**src/rtl/fpu_issue_ctrl.sv**
```systemverilog
// In-order issue stage feeding single-precision add/sub units through a small request FIFO.
// Optional macro FPU_ISSUE_NAN_BYPASS_EN answers NaN-operand ops locally without starting a unit.
module fpu_issue_ctrl #(
  parameter int DEPTH   = 4,
  parameter int TIMEOUT = 64
) (
  input  logic        clk,
  input  logic        reset,
  input  logic        req_valid,
  output logic        req_ready,
  input  logic [1:0]  req_op,
  input  logic [31:0] req_a,
  input  logic [31:0] req_b,
  output logic        rsp_valid,
  input  logic        rsp_ready,
  output logic [31:0] rsp_result,
  output logic [1:0]  rsp_op,
  output logic        rsp_err,
  output logic [31:0] au_din1,
  output logic [31:0] au_din2,
  output logic        add_valid,
  output logic        sub_valid,
  input  logic [31:0] add_result,
  input  logic        add_ready,
  input  logic [31:0] sub_result,
  input  logic        sub_ready
);
  localparam int PW = (DEPTH > 1) ? $clog2(DEPTH) : 1;
  localparam int CW = $clog2(TIMEOUT);
  localparam logic [PW:0]   FULL_CNT = (PW+1)'(DEPTH);
  localparam logic [CW-1:0] TO_LAST  = CW'(TIMEOUT - 1);
  localparam logic [31:0]   QNAN     = 32'h7FC0_0000;

  typedef enum logic [1:0] {
    S_IDLE  = 2'd0,
    S_ISSUE = 2'd1,
    S_WAIT  = 2'd2,
    S_RESP  = 2'd3
  } state_t;

`ifdef FPU_ISSUE_NAN_BYPASS_EN
  function automatic logic is_nan(input logic [31:0] f);
    return (f[30:23] == 8'hFF) && (f[22:0] != 23'd0);
  endfunction
`endif

  logic [31:0]   mem_a [DEPTH];
  logic [31:0]   mem_b [DEPTH];
  logic [1:0]    mem_op [DEPTH];
  logic [PW-1:0] wr_ptr;
  logic [PW-1:0] rd_ptr;
  logic [PW:0]   count;
  logic [PW:0]   count_next;
  logic          push;
  logic          pop;
  logic [31:0]   head_a;
  logic [31:0]   head_b;
  logic [1:0]    head_op;
  state_t        state;
  logic [1:0]    op_reg;
  logic [CW-1:0] tcnt;
  logic          unit_ready;
  logic [31:0]   unit_result;

  // FIFO handshake, head view and issued-unit selection
  always_comb begin
    push        = req_valid & req_ready;
    pop         = (state == S_IDLE) && (count != {(PW+1){1'b0}});
    head_a      = mem_a[rd_ptr];
    head_b      = mem_b[rd_ptr];
    head_op     = mem_op[rd_ptr];
    unit_ready  = op_reg[0] ? sub_ready : add_ready;
    unit_result = op_reg[0] ? sub_result : add_result;
    case ({push, pop})
      2'b10:   count_next = count + (PW+1)'(1);
      2'b01:   count_next = count - (PW+1)'(1);
      default: count_next = count;
    endcase
  end

  // Request FIFO storage, pointers and registered ready
  always_ff @(posedge clk or negedge reset) begin
    if (!reset) begin
      wr_ptr    <= {PW{1'b0}};
      rd_ptr    <= {PW{1'b0}};
      count     <= {(PW+1){1'b0}};
      req_ready <= 1'b0;
      for (int i = 0; i < DEPTH; i++) begin
        mem_a[i]  <= 32'd0;
        mem_b[i]  <= 32'd0;
        mem_op[i] <= 2'b00;
      end
    end else begin
      if (push) begin
        mem_a[wr_ptr]  <= req_a;
        mem_b[wr_ptr]  <= req_b;
        mem_op[wr_ptr] <= req_op;
        wr_ptr         <= wr_ptr + PW'(1);
      end
      if (pop) begin
        rd_ptr <= rd_ptr + PW'(1);
      end
      count     <= count_next;
      req_ready <= (count_next != FULL_CNT);
    end
  end

  // Issue FSM: one op in flight, start pulses and response registers
  always_ff @(posedge clk or negedge reset) begin
    if (!reset) begin
      state      <= S_IDLE;
      op_reg     <= 2'b00;
      tcnt       <= {CW{1'b0}};
      au_din1    <= 32'd0;
      au_din2    <= 32'd0;
      add_valid  <= 1'b0;
      sub_valid  <= 1'b0;
      rsp_valid  <= 1'b0;
      rsp_result <= 32'd0;
      rsp_op     <= 2'b00;
      rsp_err    <= 1'b0;
    end else begin
      add_valid <= 1'b0;
      sub_valid <= 1'b0;
      case (state)
        S_IDLE: begin
          if (pop) begin
            au_din1 <= head_a;
            au_din2 <= head_b;
            op_reg  <= head_op;
            if (head_op[1]) begin
              rsp_result <= QNAN;
              rsp_err    <= 1'b1;
              rsp_op     <= head_op;
              rsp_valid  <= 1'b1;
              state      <= S_RESP;
            end
`ifdef FPU_ISSUE_NAN_BYPASS_EN
            else if (is_nan(head_a) || is_nan(head_b)) begin
              rsp_result <= QNAN;
              rsp_err    <= 1'b0;
              rsp_op     <= head_op;
              rsp_valid  <= 1'b1;
              state      <= S_RESP;
            end
`endif
            else begin
              state <= S_ISSUE;
            end
          end else begin
            state <= S_IDLE;
          end
        end
        S_ISSUE: begin
          if (op_reg[0]) begin
            sub_valid <= 1'b1;
          end else begin
            add_valid <= 1'b1;
          end
          tcnt  <= {CW{1'b0}};
          state <= S_WAIT;
        end
        S_WAIT: begin
          // a completion on the final count still beats the timeout
          if (unit_ready) begin
            rsp_result <= unit_result;
            rsp_err    <= 1'b0;
            rsp_op     <= op_reg;
            rsp_valid  <= 1'b1;
            state      <= S_RESP;
          end else if (tcnt == TO_LAST) begin
            rsp_result <= QNAN;
            rsp_err    <= 1'b1;
            rsp_op     <= op_reg;
            rsp_valid  <= 1'b1;
            state      <= S_RESP;
          end else begin
            tcnt <= tcnt + CW'(1);
          end
        end
        S_RESP: begin
          if (rsp_ready) begin
            rsp_valid <= 1'b0;
            state     <= S_IDLE;
          end else begin
            state <= S_RESP;
          end
        end
        default: begin
          rsp_valid <= 1'b0;
          state     <= S_IDLE;
        end
      endcase
    end
  end
endmodule

```
**config.mk**
```make
export PLATFORM = sky130hd
export DESIGN_NAME = fpu_issue_ctrl
export DESIGN_NICKNAME = d
export VERILOG_FILES = /design/src/rtl/fpu_issue_ctrl.sv
export SDC_FILE = /design/constraint.sdc
export NUM_CORES = 1
export LEC_CHECK = 0
export BUFFER_PORTS_ARGS = -buffer_cell sky130_fd_sc_hd__buf_4
export CAP_MARGIN = 40
export CELL_PAD_IN_SITES_DETAIL_PLACEMENT = 1
export CELL_PAD_IN_SITES_GLOBAL_PLACEMENT = 1
export CORE_MARGIN = 2
export CORE_UTILIZATION = 35
export CTS_CLUSTER_DIAMETER = 50
export CTS_CLUSTER_SIZE = 12
export DETAILED_ROUTE_END_ITERATION = 8
export HOLD_SLACK_MARGIN = 0.1
export MAX_ROUTING_LAYER = met4
export PLACE_DENSITY_LB_ADDON = 0.1
export SETUP_SLACK_MARGIN = 0.05
export SLEW_MARGIN = 20
export SYNTH_ARGS = -nofsm -noshare
export SYNTH_HDL_FRONTEND = slang
export SYNTH_SLANG_ARGS = --single-unit
```
**constraint.sdc**
```tcl
create_clock -name clk -period 7.3 [get_ports clk]
set_input_delay 1.46 -clock clk [delete_from_list [all_inputs] [get_ports clk]]
set_output_delay 1.46 -clock clk [all_outputs]
set_load 0.01 [all_outputs]
```
==> metrics.md <==
| Metric | Value |
|---|---|
| Post-Syn Area | `16680 um2` |
| Gr usage total | `17.85%` |
| Ports | `239` |
| Initial Util | `35.67%` |
| Worst setup margin | `4.420 ns` |
| Leakage power | `9.523 nW` |
| Most frequent CP cell | `buf_4` |
| Dpl hpwl | `26160 um` |
| Synth Flop Type | `dfrtp_1` |
| Synth area leaders | `dfrtp_1 (58%), mux2_2 (18%), mux4_2 (8.8%)` |
| Place WS | `3.844 ns` |
| Status | `finished clean` |
| Worst Hold Class | `register to register` |
| Area grow syn2layout | `25.04%` |
| PwrDens | `475.8 nW/um2` |
| Vert. Die Dim | `222.3 um` |
| GRT overflow | `0` |
| First-pass GRT wire length | `66650 um` |
| Period Utilization, post-route | `39.45%` |
| Worst Path Required | `7.75 ns` |
| WL final | `41960 um` |
| Setup-failing EPs final | `0` |
| Asr flop ratio synth | `100.0%` |
| Layout cells sized above 1 | `49.55%` |
| Synthesis Warnings | `0` |
| Final Critical Period | `2.880 ns` |
| Vias | `10160` |
| CTS tree | `built` |
| DRC violations left | `0` |
| Post_cts resized | `0` |
| Commonest non-fill, non-tap cell in the layout | `dfrtp_1` |
| Number of global-route vias before repair | `11220` |
| Num CTS Buffers | `46` |
| Crit path cell chain | `buf_4 > mux2i_1 > o211ai_1 > buf_4 > and3b_2 > buf_12 > mux2_2` |
| Distinct cells, synth | `32` |
| Slew margin rel. | `36.79%` |
| # port buffers | `238` |
| Mapped Nets | `1316` |
| Largest net degree at the start of global routing | `147` |
| Least-Margin Pin Slew | `0.9482 ns` |
| Pins Over Slew Limit | `0` |
| Synth top area share | `57.62%` |
| Max Freq | `347.3 MHz` |
| Worst VDD drop | `0.0002378 V` |
| Number of synthesized flops with an enable pin | `0` |
| DR pass1 iterations | `4` |
| Setup tns final | `0 ns` |
| Antenna-violating nets left | `0` |
| # fillers | `4660` |
| Sequential share of the synthesized area | `57.62%` |
| CTS root buffer | `clkbuf_16` |
| Post-CTS Setup Inserts | `0` |
| CTS clk-pin slew, worst paths | `0.06 ns` |
| Max Root-Sink Buffers | `3` |
| Clk_skew | `0.01407 ns` |
| CTS sink count | `384` |
| Worst path slowest cell | `and3b_2` |
| H-tree depth | `2` |
| Core area | `46750 um2` |
| Synth Instances | `1169` |
| Dominant cell type by area after synthesis | `dfrtp_1` |
| # Max-Cap Violations | `0` |
| Chip width | `222.3 um` |
| Worst-Skew Late Latency | `0.57 ns` |
| Critical path startpoint category | `register` |
| RSZ-0062 raised after global routing | `no` |
| Final hold viol count | `0` |
| CTS Hold Buffers Added | `0` |
| Critical path type | `register to register` |
| CP max FO | `37` |
| Worst Path Arrival | `3.33 ns` |
| Row count | `79` |
| Commonest cells after routing, fill and taps aside | `dfrtp_1 (381), mux2_2 (273), buf_4 (247)` |
| Die Footprint | `49410 um2` |
| DR WL/cell | `20.54 um` |
| Layout Nets | `1550` |
| CP endpoint kind | `register` |
| Via density | `4.974` |
| CP peak stage delay | `0.52 ns` |
| Biggest regs | `mem_a x128, mem_b x128` |
| GPL Wtd Cong | `0.7328` |
| Initial detailed-routing violation count | `422` |
| Number of synthesized register bits | `384` |
| Syn_area_per_cell | `14.27 um2` |
| Initial antenna violation count | `0` |
cell families after synthesis:
family | Yosys count | share of synthesized area [%]
DFF | 384 | 57.62
adders and majority gates | 11 | 0.8703
AOI/OAI and AO/OA | 19 | 0.7652
xor gates and xnor gates | 7 | 0.3676
and+or+nand+nor | 265 | 6.340
muxes | 402 | 31.95
buffers and inverters | 81 | 2.086
cell usage after synthesis, types with 4 or more instances:
| master | count |
|---|---|
| buf_1 | 10 |
| buf_2 | 5 |
| buf_6 | 5 |
| clkbuf_1 | 51 |
| dfrtp_1 | 384 |
| ha_1 | 10 |
| inv_1 | 10 |
| mux2_2 | 273 |
| mux2_4 | 30 |
| mux2i_1 | 34 |
| mux4_2 | 65 |
| nand2_1 | 212 |
| nand2b_1 | 5 |
| nand3_1 | 11 |
| nor2_1 | 27 |
| o21ai_0 | 9 |
| xnor2_1 | 4 |
stage by stage:
| stage | power [mW] | util [%] | std cells | hold slack [ns] | cell area, um2 |
|---|---|---|---|---|---|
| after floorplan | 6.329 | - | 1169 | 0.4413 | 16680 |
| after detailed placement | 7.659 | 41.17 | 1961 | 0.4636 | 19250 |
| after global placement | 7.450 | 40.87 | 1955 | 0.4603 | 19110 |
| after CTS | 10.12 | 44.54 | 2041 | 0.4816 | 20820 |
| after global routing | 10.59 | 44.60 | 2042 | 0.4982 | 20850 |
| final | 9.922 | 44.60 | 2043 | 0.4727 | 20850 |
worst paths after layout:
check                      slack, ns  cells past startpoint        endpoint        start
setup / recovery                4.42                      7  rsp_result[31]    op_reg[0]
hold / removal                  0.47                      2     au_din1[25]  au_din1[25]
setup reg to reg                4.42                      7  rsp_result[31]    op_reg[0]
hold reg to reg                 0.47                      2     au_din1[25]  au_din1[25]
max in group asynchronous       4.97                      2       rd_ptr[0]        reset
min in group asynchronous       0.98                      1  rsp_result[13]        reset
per-layer routing:
metal / vias up / routed length (um) / track usage (%)
met5: - / 0 / -
met4: 0 / 671 / 4.555
met3: 52 / 2166 / 3.928
met2: 186 / 19870 / 28.26
met1: 5340 / 19250 / 23.35
li1: 4584 / - / -
worst max-delay path: cells and delay by family (launching register included):
family                 cells  cell delay, ns
buffers and inverters      3            0.99
multiplexers               2            0.69
AND/OR/NAND/NOR            1            0.52
flip-flops                 1            0.33
AO/OA/AOI/OAI              1            0.18
report_power, final:
| part | internal (mW) | switching (mW) |
|---|---|---|
| sequential | 3.16 | 0.586 |
| clock | 1.46 | 0.926 |
| combinational | 2.13 | 1.66 |
cell type report:
class	count	area (um2)	share of cell area [%]
diodes	1	2.502	0.01200
clock buffers	57	1242	5.958
clock inverters	23	334.1	1.602
inverters	10	37.54	0.1800
multi-input cells	704	6785	32.54
flip-flops and latches	384	9618	46.12
well taps	607	759.5	3.642
repair buffers	257	2074	9.948
No activity file was read; power rests on OpenSTA's default activity.
